**src/rtl/cache_fill_ctrl.sv**
```systemverilog
// cache_fill_ctrl: blocking miss handler in front of a read-only cache; probes, fills from Avalon-MM on miss, returns the block.
// Optional CACHE_FILL_STATS_EN adds saturating hit_cnt/miss_cnt outputs.
module cache_fill_ctrl #(
  parameter int SIZE_BLOCK = 32,
  parameter int BIT_TOTAL = 24,
  parameter int MEM_ADDR_W = 32,
  parameter logic [MEM_ADDR_W-1:0] BASE_ADDR = '0
) (
  input  logic                  clk,
  input  logic                  rst,
  input  logic                  req_valid,
  output logic                  req_ready,
  input  logic [BIT_TOTAL-1:0]  req_addr,
  output logic                  rsp_valid,
  input  logic                  rsp_ready,
  output logic [SIZE_BLOCK-1:0] rsp_data,
  output logic                  c_en,
  output logic                  c_wrt,
  output logic [BIT_TOTAL-1:0]  c_addr,
  output logic [SIZE_BLOCK-1:0] c_wdata,
  input  logic [SIZE_BLOCK-1:0] c_rdata,
  input  logic                  c_success,
  output logic                  m_read,
  output logic [MEM_ADDR_W-1:0] m_address,
  input  logic                  m_waitrequest,
  input  logic [SIZE_BLOCK-1:0] m_readdata,
  input  logic                  m_readdatavalid
`ifdef CACHE_FILL_STATS_EN
  ,
  output logic [31:0]           hit_cnt,
  output logic [31:0]           miss_cnt
`endif
);
  typedef enum logic [2:0] {IDLE, LOOKUP, CHECK, MEM_REQ, MEM_WAIT, FILL, RESP} state_e;
  state_e                  state_q;
  logic [BIT_TOTAL-1:0]    addr_q, c_addr_q;
  logic [SIZE_BLOCK-1:0]   data_q, rsp_data_q, c_wdata_q;
  logic                    req_ready_q, rsp_valid_q, c_en_q, c_wrt_q, m_read_q;
  logic [MEM_ADDR_W-1:0]   m_address_q, m_address_d;
  // byte address wraps modulo 2^MEM_ADDR_W
  assign m_address_d = BASE_ADDR + MEM_ADDR_W'(addr_q) * MEM_ADDR_W'(SIZE_BLOCK / 8);
  assign req_ready = req_ready_q;
  assign rsp_valid = rsp_valid_q;
  assign rsp_data  = rsp_data_q;
  assign c_en      = c_en_q;
  assign c_wrt     = c_wrt_q;
  assign c_addr    = c_addr_q;
  assign c_wdata   = c_wdata_q;
  assign m_read    = m_read_q;
  assign m_address = m_address_q;
  always_ff @(posedge clk) begin
    if (!rst) begin
      state_q     <= IDLE;
      addr_q      <= '0;
      data_q      <= '0;
      req_ready_q <= 1'b0;
      rsp_valid_q <= 1'b0;
      rsp_data_q  <= '0;
      c_en_q      <= 1'b0;
      c_wrt_q     <= 1'b0;
      c_addr_q    <= '0;
      c_wdata_q   <= '0;
      m_read_q    <= 1'b0;
      m_address_q <= '0;
    end else begin
      case (state_q)
        IDLE: begin
          if (req_valid && req_ready_q) begin
            addr_q      <= req_addr;
            c_addr_q    <= req_addr;
            c_en_q      <= 1'b1;
            c_wrt_q     <= 1'b0;
            req_ready_q <= 1'b0;
            state_q     <= LOOKUP;
          end else begin
            req_ready_q <= 1'b1;
          end
        end
        LOOKUP: begin
          c_en_q  <= 1'b0;
          state_q <= CHECK;
        end
        CHECK: begin
          if (c_success) begin
            data_q      <= c_rdata;
            rsp_data_q  <= c_rdata;
            rsp_valid_q <= 1'b1;
            state_q     <= RESP;
          end else begin
            m_read_q    <= 1'b1;
            m_address_q <= m_address_d;
            state_q     <= MEM_REQ;
          end
        end
        MEM_REQ: begin
          if (!m_waitrequest) begin
            m_read_q <= 1'b0;
            state_q  <= MEM_WAIT;
          end
        end
        MEM_WAIT: begin
          if (m_readdatavalid) begin
            data_q    <= m_readdata;
            c_en_q    <= 1'b1;
            c_wrt_q   <= 1'b1;
            c_addr_q  <= addr_q;
            c_wdata_q <= m_readdata;
            state_q   <= FILL;
          end
        end
        FILL: begin
          c_en_q      <= 1'b0;
          c_wrt_q     <= 1'b0;
          rsp_valid_q <= 1'b1;
          rsp_data_q  <= data_q;
          state_q     <= RESP;
        end
        RESP: begin
          if (rsp_ready) begin
            rsp_valid_q <= 1'b0;
            req_ready_q <= 1'b1;
            state_q     <= IDLE;
          end
        end
        default: state_q <= IDLE;
      endcase
    end
  end
`ifdef CACHE_FILL_STATS_EN
  logic [31:0] hit_cnt_q, miss_cnt_q;
  assign hit_cnt  = hit_cnt_q;
  assign miss_cnt = miss_cnt_q;
  always_ff @(posedge clk) begin
    if (!rst) begin
      hit_cnt_q  <= '0;
      miss_cnt_q <= '0;
    end else if (state_q == CHECK) begin
      if (c_success && hit_cnt_q != '1) hit_cnt_q <= hit_cnt_q + 32'd1;
      if (!c_success && miss_cnt_q != '1) miss_cnt_q <= miss_cnt_q + 32'd1;
    end
  end
`endif
endmodule

```
**config.mk**
```make
export PLATFORM = sky130hd
export DESIGN_NAME = cache_fill_ctrl
export DESIGN_NICKNAME = d
export VERILOG_FILES = /design/src/rtl/cache_fill_ctrl.sv
export SDC_FILE = /design/constraint.sdc
export NUM_CORES = 1
export LEC_CHECK = 0
export ABC_AREA = 0
export BUFFER_PORTS_ARGS = -buffer_cell sky130_fd_sc_hd__buf_2
export CORE_ASPECT_RATIO = 0.8
export CORE_UTILIZATION = 30
export CTS_CLUSTER_SIZE = 24
export DETAILED_ROUTE_END_ITERATION = 12
export GPL_TIMING_DRIVEN = 0
export SETUP_SLACK_MARGIN = 0.15
export SLEW_MARGIN = 20
export SYNTH_ARGS = -nofsm -noshare
export SYNTH_HDL_FRONTEND = slang
export SYNTH_SLANG_ARGS = --single-unit
```
**constraint.sdc**
```tcl
create_clock -name clk -period 1.9 [get_ports clk]
set_input_delay 0.285 -clock clk [delete_from_list [all_inputs] [get_ports clk]]
set_output_delay 0.285 -clock clk [all_outputs]
set_load 0.05 [all_outputs]
```
* After elaboration in Yosys (flattened, before gate mapping)
Cells that the tools add are included.
** Word-level totals
- Register bits :: 176
- Latch bits :: 0
- RAM bits :: 0
- Bits in read-only memories :: 0
- Bits of input ports :: 95
- Output and inout port bits :: 125
- Logic and storage cells :: 75
- Memories kept :: 0
** Operators by class
- $add $sub $neg :: 0
- Multipliers :: 0
- Div/mod/pow operators :: 0
- $lt $le $gt $ge :: 0
- Equality and inequality tests :: 12
- Shifts and indexed selects :: 0
- Mux-type cells :: 27
- Bitwise operators :: 1
- Reduce and logical (&&, ||, !) cells :: 23
** Operators with widths (number)
- one-hot mux 32 bit (2 select lines) :: 2
- two-way mux 32 bit :: 2
- two-way mux 24 bit :: 2
- one-hot mux 24 bit (2 select lines) :: 1
- one-hot mux 3 bit (7 select lines) :: 1
- AND reduction 3 bit :: 6
- two-way mux 3 bit :: 5
- != test 2 bit, second input constant :: 6
- AND reduction 2 bit :: 5
- nonzero test 2 bit :: 5
- equality test 3 bit, second input constant :: 3
- two-way mux 1 bit :: 9
- one-hot mux 1 bit (3 select lines) :: 3
- nonzero test 3 bit :: 3
- equality test 3 x 2 -> 1 bit, second input constant :: 2
- one-hot mux 1 bit (2 select lines) :: 2
- AND reduction 4 bit :: 1
- equality test 3 x 1 -> 1 bit, second input constant :: 1
- zero test 3 bit :: 1
- OR reduction 2 bit :: 1
- logical AND 1 bit :: 1
- inverter 1 bit :: 1

* Depth between registers and ports, before layout
- Word-level depth :: 4
- Mapped depth :: 6
- Mapped depth without buffers :: 3

* Worst setup path before layout
No wires, ideal clock.
- Path kind :: reg-to-reg
- Start :: register req_ready_q (netlist: req_ready)
- End :: register c_addr_q[10] (netlist: c_addr[10])
- Setup time :: 73 ps
- Arrival :: 1639 ps
- Required time :: 1827 ps
- Setup slack :: 188 ps
- Cell stages (with the launch flop) :: 5
- Path buffers :: 1
- Clock period less this slack :: 1712 ps
- Cell sequence :: dfxtp_1 -> nand3b_1 -> a211o_4 -> buf_6 -> o211ai_2
** Between the ends
- Word-level cells in the longest chain between the ends :: 3
** Ends and longest elaborated chain
- from (decl) :: line 38 : logic req_ready_q, rsp_valid_q, c_en_q, c_wrt_q, m_read_q;
- from (signal assigned) :: line 56 : req_ready_q <= 1'b0;
- from (signal assigned) :: line 73 : req_ready_q <= 1'b0;
- from (signal assigned) :: line 76 : req_ready_q <= 1'b1;
- logical AND 1 bit :: line 68 : if (req_valid && req_ready_q) begin
- != test 2 bit (no source line)
- AND reduction 3 bit (no source line)
- to (signal assigned) :: line 70 : c_addr_q <= req_addr;
- to (signal assigned) :: line 106 : c_addr_q <= addr_q;
- to (decl) :: line 36 : logic [BIT_TOTAL-1:0] addr_q, c_addr_q;
No other way between the ends.
A chain may end at the register's enable or synchronous reset.

* Final worst setup path
- Start :: register state_q[2]
- End :: register c_addr_q[16] (netlist: c_addr[16])
** Between the ends
- Word-level cells in the longest chain between the ends :: 3
- Elaborated cells on any way between the ends :: 7
- Classes of those cells :: eq/ne (3); mux (1); reduce/logical (3)
** Ends and longest elaborated chain
- from (decl) :: line 35 : state_e state_q;
- from (signal assigned) :: line 53 : state_q <= IDLE;
- from (signal assigned) :: line 74 : state_q <= LOOKUP;
- from (signal assigned) :: line 81 : state_q <= CHECK;
- equality test 3 bit or zero test 3 bit (tied branches) :: line 66 : case (state_q)
- != test 2 bit (no source line) or nonzero test 2 bit (tied branches)
- AND reduction 3 bit (no source line)
Parallel ways exist; a longest one is shown, timed or not.

==> flow_summary.yaml <==
route:
  postRouteAntennaNets: 0
  viasPerCell: 5.07
  remaining_drc_errors: 0
  drt_iter0_markers: 504
  drt-total-wl_um: 27600
  vias: 7770
  wl_per_cell_um: 18.0
  dr.pass1.iters: 6
worst_setup_path:
  arrival_ns: 2.06
  worst_ep_required_time_ns: 2.22
  worstSetupEndpointType: "register"
  crit_fanout: 10
  cp-start-kind: "register"
  critical_path_class: "register to register"
sta:
  tightest_slew_ns: 0.908
  relSlewSlack_pct: 39.5
  rsz0062_at_grt: "true"
  fmax_mhz: 576
  report.final.slew_viol_count: 0
  finalHoldViolCount: 0
  setup_violations: 0
  fin_crit_sh_pct: 91.4
  layout_min_cycle_time_ns: 1.74
  skew_ns: 0.0119
  fin_hold_ws_ns: 0.0983
clocking:
  cts_tree: "built"
  path_clk_slew_ns: 0.08
  cts-buffers-inserted: 17
  cts_buffer_depth: 2
  clk_latency_ns: 0.44
  hold_buffers: 0
  clockRootBuffer: "clkbuf_16"
  htree_levels: 4
  cts.sinks: 176
global_route:
  grt_overflow: 0
  grtUsageTotal_pct: 20.4
  grt_pass1_wl_um: 42100
  grt_pass1_vias: 7286
  antenna_found_initial: 5
  grt_max_degree: 17
placement:
  io_buffers: 210
  dp_hpwl_um: 21100
  dpl.cell_count: 1496
  routabilityCongestion: 0.826
power:
  power_mw: 11.2
  powerDensity_nw_per_um2: 1100
  p_leak_nw: 4.27
  ir_drop_uv: 602
run:
  maxCapViolCount: 0
final_layout:
  fill_cells: 2613
  final_cells: 1534
  area_growth_pct: 29.4
  layout_common_cells: "nand2_1 (245), buf_2 (236), dfxtp_1 (175), a21oi_1 (87), nor3_1 (65)"
  final_nets: 1261
  final_common_cell: "nand2_1"
  drive_gt1_share_pct: 32.3
logic_synthesis:
  async_flop_share_pct: 0
  synth_ff_type: "dfxtp_1"
  yosys_warnings: 0
  synth_edf_count: 0
  synth_cell_types: 41
  ys_seq_area_share_pct: 44.7
  syn_inst: 928
  synth-seq-cells: 176
  avgSynthCellArea_um2: 8.50
  syn_area_um2: 7890
floorplan:
  die_y_um: 147
  start_util_pct: 30.8
  coreArea_um2: 25600
  ios: 220
  dieWidth_um: 183
  row_count: 52
  die-area_um2: 26900
worst_hold_path:
  hold_class: "input port to register"
outcome:
  status: "complete, no violations"
## metrics by stage
step           util, %  area, um^2  setup slack [ns]  TNS [ns]
6_report          39.9       10200             0.163         0
5_1_grt           39.9       10200             0.104         0
4_1_cts           39.5       10100             0.104         0
3_5_place_dp      36.8        9400            -0.140     -2.56
3_3_place_gp      36.8        9400            -0.100     -2.38
2_1_floorplan        -        7910             0.188         0
## cells by family after synthesis
family / share of synthesized area, %
compound gates: 21.5
buf+inv: 7.33
flops: 44.7
mux: 3.05
other cells: 0.0476
simple gates: 23.4
## path summary, 6_finish.rpt
| check | from | to | slack [ns] | cells past startpoint |
|---|---|---|---|---|
| setup / recovery | state_q[2] | c_addr[16] | 0.16 | 6 |
| hold / removal | m_readdata[24] | c_wdata[24] | 0.1 | 3 |
| setup reg to reg | state_q[2] | c_addr[16] | 0.16 | 6 |
| hold reg to reg | m_address[5] | m_address[5] | 0.45 | 2 |
## state kept, by name, indices dropped and copies added (netlist names)
name       cells
addr_q        24
c_addr        24
c_en           1
c_wdata       32
c_wrt          1
data_q        32
m_address     24
m_read         1
req_ready      1
rsp_data      32
rsp_valid      1
state_q        3
## timing repair
item / CTS / global route
endpoints found under the hold margin: 0 / 0
setup buffers: 0 / 2
endpoints found under the setup margin: 52 / 148
gates resized for setup: 14 / 35
## synthesized netlist by cell type, types with 2 or more instances
master,number,area [um^2]
dfxtp_1,176,3520
clkbuf_1,39,146
a31oi_1,2,12.5
nor3_1,65,325
nand3b_1,3,22.5
nand4_1,25,156
nand3_1,48,240
and3b_1,3,26.3
and4bb_1,2,25.0
nand2_1,245,920
o21ai_0,27,135
buf_4,16,120
buf_2,36,180
nand2b_1,4,25.0
buf_6,9,101
a311oi_1,35,307
o211ai_1,4,30.0
buf_1,6,22.5
nor2b_1,2,12.5
a311oi_2,30,450
mux2i_1,24,240
a21oi_1,87,435
or2_1,2,12.5
inv_1,2,7.51
o211ai_2,20,250
## metal layers
metal	vias to the layer above	routed length, um	global-route usage [%]
met2	272	11900	29.7
li1	3772	-	-
met3	22	1640	4.44
met5	-	13	0
met1	3702	13800	30.0
met4	2	325	6.08
## final cells by class
cell class	instances	area [um^2]	share of cell area, %
diodes	4	10.0	0.0981
plain buffers	106	628	6.16
clock buffers	18	439	4.31
clock inverters	14	200	1.96
inverters	2	7.51	0.0736
multi-input cells	651	3890	38.1
flip-flops and latches	176	3520	34.6
well taps	351	439	4.31
repair buffers	212	1070	10.5
## power breakdown
| group | switching (mW) | internal, mW | leakage [nW] |
|---|---|---|---|
| clock | 1.64 | 2.27 | 0.316 |
| sequential | 0.249 | 4.06 | 1.43 |
| combinational | 2.08 | 0.938 | 2.52 |
## worst max-delay path: stages, from the launching register on
cell	delay [ns]
dfxtp_2	0.37
or3b_1	0.37
clkbuf_1	0.13
buf_4	0.20
buf_6	0.19
mux2i_2	0.27
o211ai_2	0.09
Note: power is estimated with default switching activity, not from simulation.
